## src/rtl/ps2_keyboard_receiver_pkg.sv

```systemverilog
// PS/2 keyboard receiver shared constants and types.
// Optional odd-parity check: HACK_PS2_PARITY_CHECK_EN.
package ps2_keyboard_receiver_pkg;

  localparam logic [7:0] HACK_KEY_NEWLINE   = 8'd128;
  localparam logic [7:0] HACK_KEY_BACKSPACE = 8'd129;
  localparam logic [7:0] HACK_KEY_LEFT      = 8'd130;
  localparam logic [7:0] HACK_KEY_UP        = 8'd131;
  localparam logic [7:0] HACK_KEY_RIGHT     = 8'd132;
  localparam logic [7:0] HACK_KEY_DOWN      = 8'd133;
  localparam logic [7:0] HACK_KEY_HOME      = 8'd134;
  localparam logic [7:0] HACK_KEY_END       = 8'd135;
  localparam logic [7:0] HACK_KEY_PGUP      = 8'd136;
  localparam logic [7:0] HACK_KEY_PGDN      = 8'd137;
  localparam logic [7:0] HACK_KEY_INSERT    = 8'd138;
  localparam logic [7:0] HACK_KEY_DELETE    = 8'd139;
  localparam logic [7:0] HACK_KEY_ESC       = 8'd140;
  localparam logic [7:0] HACK_KEY_F1        = 8'd141;
  localparam logic [7:0] HACK_KEY_F2        = 8'd142;
  localparam logic [7:0] HACK_KEY_F3        = 8'd143;
  localparam logic [7:0] HACK_KEY_F4        = 8'd144;
  localparam logic [7:0] HACK_KEY_F5        = 8'd145;
  localparam logic [7:0] HACK_KEY_F6        = 8'd146;
  localparam logic [7:0] HACK_KEY_F7        = 8'd147;
  localparam logic [7:0] HACK_KEY_F8        = 8'd148;
  localparam logic [7:0] HACK_KEY_F9        = 8'd149;
  localparam logic [7:0] HACK_KEY_F10       = 8'd150;
  localparam logic [7:0] HACK_KEY_F11       = 8'd151;
  localparam logic [7:0] HACK_KEY_F12       = 8'd152;

  localparam logic [7:0] PS2_PREFIX_EXT   = 8'hE0;
  localparam logic [7:0] PS2_PREFIX_BREAK = 8'hF0;
  localparam logic [7:0] PS2_SHIFT_L      = 8'h12;
  localparam logic [7:0] PS2_SHIFT_R      = 8'h59;

  typedef enum logic [1:0] {
    ST_IDLE,
    ST_DATA,
    ST_PARITY,
    ST_STOP
  } ps2_state_t;

  typedef struct packed {
    logic       ext;
    logic [7:0] code;
  } key_ev_t;

  function automatic logic is_shift_key(key_ev_t ev);
    return !ev.ext &&
      (ev.code == PS2_SHIFT_L || ev.code == PS2_SHIFT_R);
  endfunction

endpackage

```

## src/rtl/ps2_keyboard_receiver_if.sv

```systemverilog
// PS/2 receiver pin and result bundle.
// master = receiver side, slave = keyboard/consumer side.
interface ps2_keyboard_receiver_if #(
  parameter int KEYCODE_WIDTH = 8
);
  logic                     ps2_clk;
  logic                     ps2_data;
  logic [KEYCODE_WIDTH-1:0] keycode;
  logic                     frame_error;
  logic                     scancode_valid;
  logic [7:0]               scancode;

  modport master (
    input  ps2_clk,
    input  ps2_data,
    output keycode,
    output frame_error,
    output scancode_valid,
    output scancode
  );

  modport slave (
    output ps2_clk,
    output ps2_data,
    input  keycode,
    input  frame_error,
    input  scancode_valid,
    input  scancode
  );
endinterface

```

## src/rtl/ps2_scancode_to_hack.sv

```systemverilog
// Combinational PS/2 set-2 {ext, shift, scancode} to Hack code table.
// Unmapped keys return 0; keypad keys ignore shift.
module ps2_scancode_to_hack
  import ps2_keyboard_receiver_pkg::*;
(
  input  logic       ext,
  input  logic       shift,
  input  logic [7:0] scancode,
  output logic [7:0] hack
);

  // {unshifted, shifted}
  logic [15:0] pair;

  always_comb begin
    pair = '0;
    if (ext) begin
      case (scancode)
        8'h6B:   pair = {2{HACK_KEY_LEFT}};
        8'h75:   pair = {2{HACK_KEY_UP}};
        8'h74:   pair = {2{HACK_KEY_RIGHT}};
        8'h72:   pair = {2{HACK_KEY_DOWN}};
        8'h6C:   pair = {2{HACK_KEY_HOME}};
        8'h69:   pair = {2{HACK_KEY_END}};
        8'h7D:   pair = {2{HACK_KEY_PGUP}};
        8'h7A:   pair = {2{HACK_KEY_PGDN}};
        8'h70:   pair = {2{HACK_KEY_INSERT}};
        8'h71:   pair = {2{HACK_KEY_DELETE}};
        8'h5A:   pair = {2{HACK_KEY_NEWLINE}};
        8'h4A:   pair = {2{8'h2F}};
        default: pair = '0;
      endcase
    end else begin
      case (scancode)
        8'h1C: pair = {8'h61, 8'h41};
        8'h32: pair = {8'h62, 8'h42};
        8'h21: pair = {8'h63, 8'h43};
        8'h23: pair = {8'h64, 8'h44};
        8'h24: pair = {8'h65, 8'h45};
        8'h2B: pair = {8'h66, 8'h46};
        8'h34: pair = {8'h67, 8'h47};
        8'h33: pair = {8'h68, 8'h48};
        8'h43: pair = {8'h69, 8'h49};
        8'h3B: pair = {8'h6A, 8'h4A};
        8'h42: pair = {8'h6B, 8'h4B};
        8'h4B: pair = {8'h6C, 8'h4C};
        8'h3A: pair = {8'h6D, 8'h4D};
        8'h31: pair = {8'h6E, 8'h4E};
        8'h44: pair = {8'h6F, 8'h4F};
        8'h4D: pair = {8'h70, 8'h50};
        8'h15: pair = {8'h71, 8'h51};
        8'h2D: pair = {8'h72, 8'h52};
        8'h1B: pair = {8'h73, 8'h53};
        8'h2C: pair = {8'h74, 8'h54};
        8'h3C: pair = {8'h75, 8'h55};
        8'h2A: pair = {8'h76, 8'h56};
        8'h1D: pair = {8'h77, 8'h57};
        8'h22: pair = {8'h78, 8'h58};
        8'h35: pair = {8'h79, 8'h59};
        8'h1A: pair = {8'h7A, 8'h5A};
        8'h45: pair = {8'h30, 8'h29};
        8'h16: pair = {8'h31, 8'h21};
        8'h1E: pair = {8'h32, 8'h40};
        8'h26: pair = {8'h33, 8'h23};
        8'h25: pair = {8'h34, 8'h24};
        8'h2E: pair = {8'h35, 8'h25};
        8'h36: pair = {8'h36, 8'h5E};
        8'h3D: pair = {8'h37, 8'h26};
        8'h3E: pair = {8'h38, 8'h2A};
        8'h46: pair = {8'h39, 8'h28};
        8'h0E: pair = {8'h60, 8'h7E};
        8'h4E: pair = {8'h2D, 8'h5F};
        8'h55: pair = {8'h3D, 8'h2B};
        8'h5D: pair = {8'h5C, 8'h7C};
        8'h54: pair = {8'h5B, 8'h7B};
        8'h5B: pair = {8'h5D, 8'h7D};
        8'h4C: pair = {8'h3B, 8'h3A};
        8'h52: pair = {8'h27, 8'h22};
        8'h41: pair = {8'h2C, 8'h3C};
        8'h49: pair = {8'h2E, 8'h3E};
        8'h4A: pair = {8'h2F, 8'h3F};
        8'h29: pair = {2{8'h20}};
        8'h70: pair = {2{8'h30}};
        8'h69: pair = {2{8'h31}};
        8'h72: pair = {2{8'h32}};
        8'h7A: pair = {2{8'h33}};
        8'h6B: pair = {2{8'h34}};
        8'h73: pair = {2{8'h35}};
        8'h74: pair = {2{8'h36}};
        8'h6C: pair = {2{8'h37}};
        8'h75: pair = {2{8'h38}};
        8'h7D: pair = {2{8'h39}};
        8'h71: pair = {2{8'h2E}};
        8'h7C: pair = {2{8'h2A}};
        8'h7B: pair = {2{8'h2D}};
        8'h79: pair = {2{8'h2B}};
        8'h5A: pair = {2{HACK_KEY_NEWLINE}};
        8'h66: pair = {2{HACK_KEY_BACKSPACE}};
        8'h76: pair = {2{HACK_KEY_ESC}};
        8'h05: pair = {2{HACK_KEY_F1}};
        8'h06: pair = {2{HACK_KEY_F2}};
        8'h04: pair = {2{HACK_KEY_F3}};
        8'h0C: pair = {2{HACK_KEY_F4}};
        8'h03: pair = {2{HACK_KEY_F5}};
        8'h0B: pair = {2{HACK_KEY_F6}};
        8'h83: pair = {2{HACK_KEY_F7}};
        8'h0A: pair = {2{HACK_KEY_F8}};
        8'h01: pair = {2{HACK_KEY_F9}};
        8'h09: pair = {2{HACK_KEY_F10}};
        8'h78: pair = {2{HACK_KEY_F11}};
        8'h07: pair = {2{HACK_KEY_F12}};
        default: pair = '0;
      endcase
    end
    hack = shift ? pair[7:0] : pair[15:8];
  end

endmodule

```

## src/rtl/ps2_keyboard_receiver.sv

```systemverilog
// PS/2 set-2 keyboard receiver producing the Hack KBD keycode.
// Define HACK_PS2_PARITY_CHECK_EN to reject frames with bad odd parity.
module ps2_keyboard_receiver
  import ps2_keyboard_receiver_pkg::*;
#(
  parameter int FILTER_CLKS   = 8,
  parameter int TIMEOUT_CLKS  = 25000,
  parameter int KEYCODE_WIDTH = 8
) (
  input  logic                     clk,
  input  logic                     reset,
  ps2_keyboard_receiver_if.master  bus
);

  localparam int FW =
    (FILTER_CLKS > 1) ? $clog2(FILTER_CLKS) : 1;
  localparam int TW =
    (TIMEOUT_CLKS > 1) ? $clog2(TIMEOUT_CLKS) : 1;

  // bit 0 = ps2_clk, bit 1 = ps2_data
  logic [1:0]    s1, s2, filt, filt_q;
  logic [FW-1:0] fcnt [2];
  logic          fall, din;

  always_ff @(posedge clk or negedge reset) begin
    if (!reset) begin
      s1     <= '1;
      s2     <= '1;
      filt   <= '1;
      filt_q <= '1;
      for (int i = 0; i < 2; i++) fcnt[i] <= '0;
    end else begin
      s1     <= {bus.ps2_data, bus.ps2_clk};
      s2     <= s1;
      filt_q <= filt;
      for (int i = 0; i < 2; i++) begin
        if (s2[i] == filt[i]) begin
          fcnt[i] <= '0;
        end else if (fcnt[i] == FW'(FILTER_CLKS - 1)) begin
          filt[i] <= s2[i];
          fcnt[i] <= '0;
        end else begin
          fcnt[i] <= fcnt[i] + 1'b1;
        end
      end
    end
  end

  assign fall = filt_q[0] & ~filt[0];
  assign din  = filt[1];

  ps2_state_t    state;
  logic [2:0]    bit_cnt;
  logic [7:0]    shreg;
  logic [TW-1:0] tmo;
  logic          ferr_q, sv_q;
  logic [7:0]    sc_q;
  logic          good;

`ifdef HACK_PS2_PARITY_CHECK_EN
  logic par_q;
  assign good = ^{shreg, par_q};
`else
  assign good = 1'b1;
`endif

  always_ff @(posedge clk or negedge reset) begin
    if (!reset) begin
      state   <= ST_IDLE;
      bit_cnt <= '0;
      shreg   <= '0;
      tmo     <= '0;
      ferr_q  <= 1'b0;
      sv_q    <= 1'b0;
      sc_q    <= '0;
`ifdef HACK_PS2_PARITY_CHECK_EN
      par_q   <= 1'b0;
`endif
    end else begin
      ferr_q <= 1'b0;
      sv_q   <= 1'b0;
      if (fall) begin
        tmo <= '0;
        unique case (state)
          ST_IDLE: begin
            if (!din) begin
              state   <= ST_DATA;
              bit_cnt <= '0;
            end else begin
              ferr_q <= 1'b1;
            end
          end
          ST_DATA: begin
            shreg   <= {din, shreg[7:1]};
            bit_cnt <= bit_cnt + 3'd1;
            if (bit_cnt == 3'd7) state <= ST_PARITY;
          end
          ST_PARITY: begin
`ifdef HACK_PS2_PARITY_CHECK_EN
            par_q <= din;
`endif
            state <= ST_STOP;
          end
          ST_STOP: begin
            state <= ST_IDLE;
            if (din && good) begin
              sv_q <= 1'b1;
              sc_q <= shreg;
            end else begin
              ferr_q <= 1'b1;
            end
          end
          default: state <= ST_IDLE;
        endcase
      end else if (state != ST_IDLE) begin
        // a stalled keyboard must not wedge the frame FSM
        if (tmo == TW'(TIMEOUT_CLKS - 1)) begin
          ferr_q <= 1'b1;
          state  <= ST_IDLE;
          tmo    <= '0;
        end else begin
          tmo <= tmo + 1'b1;
        end
      end
    end
  end

  logic                     ext_q, brk_q;
  logic [1:0]               shift_q;
  key_ev_t                  held_q, ev;
  logic [KEYCODE_WIDTH-1:0] kc_q;
  logic [7:0]               xlat;
  logic                     is_ext, is_brk, is_shift;

  ps2_scancode_to_hack u_xlat (
    .ext      (ext_q),
    .shift    (|shift_q),
    .scancode (sc_q),
    .hack     (xlat)
  );

  assign ev       = '{ext: ext_q, code: sc_q};
  assign is_ext   = sc_q == PS2_PREFIX_EXT;
  assign is_brk   = sc_q == PS2_PREFIX_BREAK;
  assign is_shift = is_shift_key(ev);

  always_ff @(posedge clk or negedge reset) begin
    if (!reset) begin
      ext_q   <= 1'b0;
      brk_q   <= 1'b0;
      shift_q <= '0;
      held_q  <= '0;
      kc_q    <= '0;
    end else if (sv_q) begin
      unique case (1'b1)
        is_ext: ext_q <= 1'b1;
        is_brk: brk_q <= 1'b1;
        is_shift: begin
          ext_q <= 1'b0;
          brk_q <= 1'b0;
          shift_q[sc_q == PS2_SHIFT_R] <= !brk_q;
        end
        default: begin
          ext_q <= 1'b0;
          brk_q <= 1'b0;
          if (!brk_q) begin
            if (xlat != 8'd0) begin
              kc_q   <= KEYCODE_WIDTH'(xlat);
              held_q <= ev;
            end
          end else if (held_q == ev) begin
            kc_q   <= '0;
            held_q <= '0;
          end
        end
      endcase
    end
  end

  assign bus.keycode        = kc_q;
  assign bus.frame_error    = ferr_q;
  assign bus.scancode_valid = sv_q;
  assign bus.scancode       = sc_q;

endmodule

```

## src/flat_wrapper.sv

```systemverilog
// flat-port wrapper written by rule: the top's interface ports become plain ports
module ps2_keyboard_receiver_flat import ps2_keyboard_receiver_pkg::*;
#(
  parameter int FILTER_CLKS   = 8,
  parameter int TIMEOUT_CLKS  = 25000,
  parameter int KEYCODE_WIDTH = 8
)
  (clk, reset, bus_ps2_clk, bus_ps2_data, bus_keycode, bus_frame_error, bus_scancode_valid, bus_scancode);
  ps2_keyboard_receiver_if #(.KEYCODE_WIDTH(KEYCODE_WIDTH)) bus_i ();
  input  logic clk;
  input  logic reset;
  input wire logic [$bits(bus_i.ps2_clk)-1:0] bus_ps2_clk;
  input wire logic [$bits(bus_i.ps2_data)-1:0] bus_ps2_data;
  output wire logic [$bits(bus_i.keycode)-1:0] bus_keycode;
  output wire logic [$bits(bus_i.frame_error)-1:0] bus_frame_error;
  output wire logic [$bits(bus_i.scancode_valid)-1:0] bus_scancode_valid;
  output wire logic [$bits(bus_i.scancode)-1:0] bus_scancode;
  assign bus_i.ps2_clk = bus_ps2_clk;
  assign bus_i.ps2_data = bus_ps2_data;
  assign bus_keycode = bus_i.keycode;
  assign bus_frame_error = bus_i.frame_error;
  assign bus_scancode_valid = bus_i.scancode_valid;
  assign bus_scancode = bus_i.scancode;
  ps2_keyboard_receiver #(.FILTER_CLKS(FILTER_CLKS), .TIMEOUT_CLKS(TIMEOUT_CLKS), .KEYCODE_WIDTH(KEYCODE_WIDTH)) u_core (.clk(clk), .reset(reset), .bus(bus_i));
endmodule
```

## config.mk

```make
export PLATFORM = sky130hd
export DESIGN_NAME = ps2_keyboard_receiver_flat
export DESIGN_NICKNAME = d
export VERILOG_FILES = /design/src/rtl/ps2_keyboard_receiver_pkg.sv /design/src/rtl/ps2_keyboard_receiver_if.sv /design/src/rtl/ps2_scancode_to_hack.sv /design/src/rtl/ps2_keyboard_receiver.sv /design/src/flat_wrapper.sv
export SDC_FILE = /design/constraint.sdc
export NUM_CORES = 1
export LEC_CHECK = 0
export ABC_CLOCK_PERIOD_IN_PS = 3800
export CORE_ASPECT_RATIO = 1.75
export CORE_MARGIN = 5
export CORE_UTILIZATION = 30
export DETAILED_ROUTE_END_ITERATION = 8
export GPL_ROUTABILITY_DRIVEN = 0
export GPL_TIMING_DRIVEN = 0
export PLACE_DENSITY = 0.44
export SETUP_SLACK_MARGIN = 0.05
export SYNTH_ARGS = -nofsm -noshare
export SYNTH_HDL_FRONTEND = slang
export SYNTH_HIERARCHICAL = 1
export SYNTH_SLANG_ARGS = --single-unit
```

## constraint.sdc

```tcl
create_clock -name clk -period 3.8 [get_ports clk]
set_input_delay 0.57 -clock clk [delete_from_list [all_inputs] [get_ports clk]]
set_output_delay 0.57 -clock clk [all_outputs]
set_load 0.01 [all_outputs]
```

==> results.cfg, run 1 <==
[outcome]
status = finished clean

[pwr]
power_frac_comb_pct = 11.7
vdd_drop_max_mv = 0.439
p_seq_share_pct = 45.0
power.internal_mw = 1.47
p_sw_uw = 465
power_frac_clock_pct = 43.3
switching_share_pct = 24.0
leakage_nw = 2.84
p_per_area_nw_per_um2 = 295

[sta]
holdWs_ns = 0.146
finalCriticalPeriod_ns = 3.66
drv_slew = 0
fmax_ghz = 0.273
setup_viol = 0
worst_pin_slew_ns = 0.735
skew_ns = 0.00553
relSlewSlack_pct = 50.6
finalHoldViolCount = 0
rsz0062_at_grt = false
period_share_pct = 96.3

[die]
ios = 22
rows = 65
die_width_microns = 111
dieHeight_microns = 188
dieArea_sq_um = 20900
start_util_pct = 30.2
coreArea_sq_um = 17900

[global_route]
grt_pass1_wl_microns = 33500
grt_start_max_net_pins = 50
grt_usage_pct = 20.9
antenna_found_initial = 0
overflow = 0
grt_pass1_vias = 5608

[clock_tree]
cts_sinks = 72
path_clk_slew_ns = 0.06
cts-root-buf = clkbuf_16
cts_made_buffers = 9
worstSkewPairLatency_ns = 0.32
ctsLongestPathBuffers = 2
cts_max_level = 3
cts_tree = done

[final_layout]
fillCellCount = 1885
final_util_pct = 36.6
layout_common_cells = dfrtp_1 (60), nand2_1 (51), nor2_1 (39), a21oi_1 (38), o21ai_0 (30)
areaGrowthSynthToFinish_pct = 21.1
final_nets = 680
diodes = 0
final_common_cell = dfrtp_1
final_layout_size_suffix_gt1_share_pct = 21.5

[yosys]
synth_edf_count = 0
async_flop_share_pct = 100
ys.flop_type = dfrtp_1
yosys_register_bits = 72
synth.avg_cell_area_sq_um = 8.81
yosys_warnings = 6
synthCells = 614
syn_nets = 642
synth.distinct_cells = 76
synth_area_sq_um = 5410
ys_seq_area_share_pct = 33.5

[drt]
vias = 5348
antenna_left = 0
vias_per_cell = 6.00
wire_per_inst_microns = 24.2
firstDrtPassIters = 5
post-route-drc-count = 0
drt-initial-drc-count = 398
wl_microns = 21600

[worst_setup_path]
path_cells = buf_4 -> clkinvlp_4 -> buf_4 -> ha_4 -> nand2_2 -> nand2_1 -> a211oi_1 -> a31oi_1 -> o21ai_0 -> o211ai_1 -> nor4_4 -> nand3_2 -> nand3b_4 -> nor2_2 -> buf_4 -> a22o_2
cp_num_cells = 16
cp_num_buf_inv = 4
crit_arrival_ns = 3.87
worst_ep_required_time_ns = 4.01
reg2reg_depth = 16
startpoint = u_core/bus.scancode[1]
crit_top_cell = buf_4
end_kind = flop
regToRegSetupSlack_ns = 0.14
max_stage_delay_ns = 0.38
crit_family = compound AO/OA/AOI/OAI gates
cp-endpoint = u_core/held_q[6]
reg2reg_from = u_core/bus.scancode[1]
critPathKind = flop to flop
critPathMaxFanout = 10
critPathLaunchType = flop
cpMaxStageDelayCell = dfrtp_2
r2r_end = u_core/held_q[6]

[min_path]
hold_class = primary input to asynchronous set/reset pin

[flow_run]
maxCapViolCount = 0

[placed_design]
hpwl_microns = 16000
place.port_buffers = 21
layout make-up:
class	count	area, sq um	share of cell area, %
Tap cell	234	293	4.47
Multi-Input combinational cell	477	3490	53.3
Sequential cell	72	1820	27.7
Clock inverter	3	40.0	0.611
Clock buffer	13	260	3.97
Timing Repair Buffer	29	292	4.45
Buffer	42	272	4.15
Inverter	21	86.3	1.32
cells by family after synthesis:
family,after synthesis,synth area share [%]
adders and majority gates,24,5.55
and+or+nand+nor,216,21.1
buffers and inverters,65,6.11
DFF,72,33.5
AOI/OAI and AO/OA,189,24.4
muxes,28,6.11
xor gates and xnor gates,20,3.24
repair_timing:
item                       4_1_cts  5_1_grt
setup buffers                    5        2
hold buffers                     0        0
pin swaps                        1        7
resized for setup               34       30
setup endpoints to repair       17       17
layer usage:
metal / share of wire [%] / up-vias / global-route usage, % / routed length (microns)
met5: 0 / - / 0 / 0
met4: 10 / 0 / 17.5 / 2230
met3: 5.8 / 148 / 4.00 / 1250
met2: 52 / 314 / 38.1 / 11300
met1: 31 / 2521 / 19.7 / 6790
li1: - / 2365 / - / -
synthesized netlist by cell type, drive strengths merged, types with 4 or more instances:
cell | instances | area share [%]
o211ai | 5 | 0.69
nor4 | 11 | 1.4
nand2b | 25 | 2.9
nor2b | 7 | 0.81
ha | 24 | 5.6
inv | 21 | 1.5
a211oi | 14 | 1.9
mux2 | 20 | 4.2
nor2 | 41 | 2.9
xnor2 | 4 | 0.65
a311oi | 7 | 1.1
nor3 | 15 | 1.4
o311ai | 5 | 0.81
nor4b | 5 | 0.81
buf | 32 | 3.8
o21ai | 37 | 3.4
nand3 | 18 | 1.7
a22o | 18 | 3.1
xor2 | 16 | 2.6
o22ai | 7 | 0.81
a2111oi | 7 | 1.3
and2 | 10 | 1.2
nand2 | 54 | 3.7
a31o | 4 | 0.65
or3 | 6 | 0.69
mux2i | 6 | 1.1
clkbuf | 12 | 0.83
nand4 | 8 | 0.93
dfstp | 7 | 3.4
a21o | 7 | 1.0
a21oi | 39 | 3.6
a31oi | 10 | 1.2
dfrtp | 65 | 30
through the flow:
stage	cell area, sq um	total power, mW	setup WS [ns]	std cells	setup TNS, ns
6_report	6550	1.93	0.141	891	0
5_1_grt	6550	2.04	0.0214	891	0
4_1_cts	6410	1.97	0.0461	889	0
3_5_place_dp	5930	1.12	-1.08	870	-16.92
3_3_place_gp	5910	1.10	-1.05	869	-38.74
2_1_floorplan	5410	1.03	0.242	614	0
worst register-to-register path: cells and delay by family (launching register included):
family	cells	cell delay (ns)
DFF	1	0.38
and+or+nand+nor	6	1.05
AOI/OAI and AO/OA	5	1.06
buffers and inverters	4	0.82
adders and majority gates	1	0.23
power by group through the flow:
stage	logic [mW]	clock network [mW]	registers, mW
2_1_floorplan	0.152	0	0.876
3_3_place_gp	0.223	0	0.881
3_5_place_dp	0.231	0	0.884
4_1_cts	0.234	0.868	0.871
5_1_grt	0.262	0.902	0.879
6_report	0.227	0.838	0.870
sequential cells by signal (all words and copies together) (netlist names):
name	flops
u_core/shreg	8
u_core/tmo	15
u_core/s2	2
u_core/ext_q	1
u_core/brk_q	1
u_core/bit_cnt	3
u_core/held_q	9
u_core/bus.keycode	8
u_core/filt	2
u_core/shift_q	2
u_core/fcnt	6
u_core/s1	2
u_core/bus.scancode_valid	1
u_core/bus.frame_error	1
u_core/state	2
u_core/filt_q	1
u_core/bus.scancode	8
worst min-delay path by stage:
stage	startpoint	end	slack, ns	cells after the start
2_1_floorplan	reset	u_core/bit_cnt[0]	0.27	0
3_3_place_gp	u_core/s1[1]	u_core/s2[1]	0.35	0
3_5_place_dp	u_core/s1[0]	u_core/s2[0]	0.35	0
4_1_cts	reset	u_core/tmo[9]	0.15	1
5_1_grt	reset	u_core/tmo[10]	0.16	1
6_report	reset	u_core/tmo[9]	0.15	1
Power figures use the tool's default switching activity.
==> run 2: changes to the inputs <==
- CORE_ASPECT_RATIO: 1.75 -> 1.25
==> results.cfg, run 2 (synthesis gave the netlist of run 1 again) <==
[drt]
wire_per_inst_microns = 22.3
drt-initial-drc-count = 770
vias_per_cell = 6.09
wl_microns = 19700
antenna_left = 0
firstDrtPassIters = 8
post-route-drc-count = 0
vias = 5384

[sta]
setup_viol = 0
drv_slew = 0
finalCriticalPeriod_ns = 3.60
skew_ns = 0.00919
fmax_ghz = 0.278
period_share_pct = 94.6
finalHoldViolCount = 0
relSlewSlack_pct = 49.7
worst_pin_slew_ns = 0.755
holdWs_ns = 0.114
tns_ns = 0
rsz0062_at_grt = false

[worst_setup_path]
critPathLaunchType = flop
regToRegSetupSlack_ns = 0.20
end_kind = flop
critPathMaxFanout = 10
critPathKind = flop to flop
max_stage_delay_ns = 0.44
reg2reg_from = u_core/bus.scancode[1]
reg2reg_depth = 16
cp_num_buf_inv = 5
crit_arrival_ns = 3.81
worst_ep_required_time_ns = 4.01
path_cells = buf_6 -> clkinvlp_4 -> buf_4 -> ha_4 -> nand2_2 -> o211ai_1 -> o311ai_2 -> o311a_1 -> nor4_4 -> nor4_1 -> nand3_2 -> nand3b_4 -> a21o_1 -> buf_6 -> buf_8 -> a22o_1
r2r_end = u_core/bus.keycode[6]
crit_top_cell = buf_6
cpMaxStageDelayCell = o311a_1
crit_family = compound AO/OA/AOI/OAI gates

[clock_tree]
cts_made_buffers = 9
cts-root-buf = clkbuf_16
worstSkewPairLatency_ns = 0.33
ctsLongestPathBuffers = 2
path_clk_slew_ns = 0.06
cts_max_level = 3
cts_hold_buf = 0
cts_sinks = 72
cts_tree = done

[final_layout]
diodes = 0
layout_common_cells = dfrtp_1 (59), nand2_1 (51), nor2_1 (39), a21oi_1 (38), o21ai_0 (30)
finalInstanceArea_sq_um = 6580
top_regs = u_core/tmo x15, u_core/held_q x9
final_layout_size_suffix_gt1_share_pct = 21.6
largest_register_ffs = 15
multi_input_area_sq_um = 3460
areaGrowthSynthToFinish_pct = 21.8
fillCellCount = 1867
instances_no_fill = 884
top_register = u_core/tmo
final_nets = 679
final_util_pct = 36.8
seq_area_sq_um = 1820
final_common_cell = dfrtp_1

[placed_design]
dp.cells = 864
place_area_sq_um = 5930
hpwl_microns = 13900
place.port_buffers = 21

[global_route]
antenna_found_initial = 0
grt_usage_pct = 18.6
grt_pass1_wl_microns = 30200
grt_pass1_vias = 5370
grt_start_max_net_pins = 56
overflow = 0

[die]
start_util_pct = 30.2
die_width_microns = 130
dieArea_sq_um = 20800
dieHeight_microns = 160
coreArea_sq_um = 17900
ios = 22
rows = 55

[pwr]
leakage_nw = 2.86
vdd_drop_max_mv = 0.294
p_per_area_nw_per_um2 = 325

[min_path]
hold_class = primary input to asynchronous set/reset pin

[flow_run]
maxCapViolCount = 0

[outcome]
status = finished clean
run 2: cell types whose count changed in the layout (fill, tap and decap cells not counted), moves of 2 or more:
cell,change
buf_4,-2
bufinv_16,+3
clkbuf_1,-2
clkinv_2,-2
inv_6,+2
nor4_1,+2
nor4_2,+2
nor4_4,-4
o22ai_1,+2
o22ai_2,-2
run 2: how the worst max path moves through the flow:
stage | depth (start not counted) | from | slack [ns] | endpoint
final | 16 | u_core/bus.scancode[1] | 0.20 | u_core/bus.keycode[6]
after floorplan | 17 | u_core/bus.scancode[0] | 0.24 | u_core/held_q[7]
after global routing | 15 | u_core/bus.scancode[0] | 0.08 | u_core/held_q[6]
after CTS | 16 | u_core/bus.scancode[0] | 0.05 | u_core/held_q[6]
after detailed placement | 17 | u_core/bus.scancode[0] | -0.91 | u_core/bus.keycode[1]
after global placement | 15 | u_core/bus.scancode[1] | -0.96 | u_core/bus.keycode[0]
run 2: where the power goes:
part | switching, mW | internal (mW) | total (mW)
Sequential | 0.0328 | 0.836 | 0.869
Clock | 0.319 | 0.730 | 1.05
Combinational | 0.130 | 0.0916 | 0.222
Total | 0.482 | 1.66 | 2.14
run 2: cell type report:
type / instances / share of cell area, %
Buffer: 42 / 4.20
Clock buffer: 10 / 3.63
Clock inverter: 6 / 2.09
Inverter: 21 / 1.31
Multi-Input combinational cell: 477 / 52.6
Sequential cell: 72 / 27.6
Tap cell: 228 / 4.33
Timing Repair Buffer: 28 / 4.26
run 2: timing repair:
| item | in CTS | in global routing |
|---|---|---|
| buffers inserted | 5 | 1 |
| resized for setup | 23 | 40 |
| endpoints found under the setup margin | 17 | 17 |
| pin swaps | 2 | 6 |
run 2: per-stage QoR:
step                      power (mW)  setup slack [ns]
after global placement          1.10            -0.958
final                           2.14             0.205
after detailed placement        1.11            -0.914
after CTS                       2.17            0.0507
after floorplan                 1.03             0.242
after global routing            2.24            0.0806
run 2: routing by layer:
layer,global-route usage (%),vias up,part of all wire (%)
li1,-,2362,-
met1,22.0,2582,38
met2,30.3,324,47
met3,3.75,116,7.8
met4,12.0,0,7.1
met5,0,-,0
run 2: worst register-to-register path: stages, from the launching register on:
cell and delay (ns):
dfrtp_2 0.42, buf_6 0.16, clkinvlp_4 0.12, buf_4 0.20, ha_4 0.24, nand2_2 0.17
o211ai_1 0.16, o311ai_2 0.22, o311a_1 0.44, nor4_4 0.34, nor4_1 0.11, nand3_2 0.13
nand3b_4 0.10, a21o_1 0.18, buf_6 0.13, buf_8 0.13, a22o_1 0.23
==> run 3: changes to the inputs <==
- CAP_MARGIN: not set -> 20
==> results of run 3 <==
Final layout, timing and power as in run 2 (identical DEF).
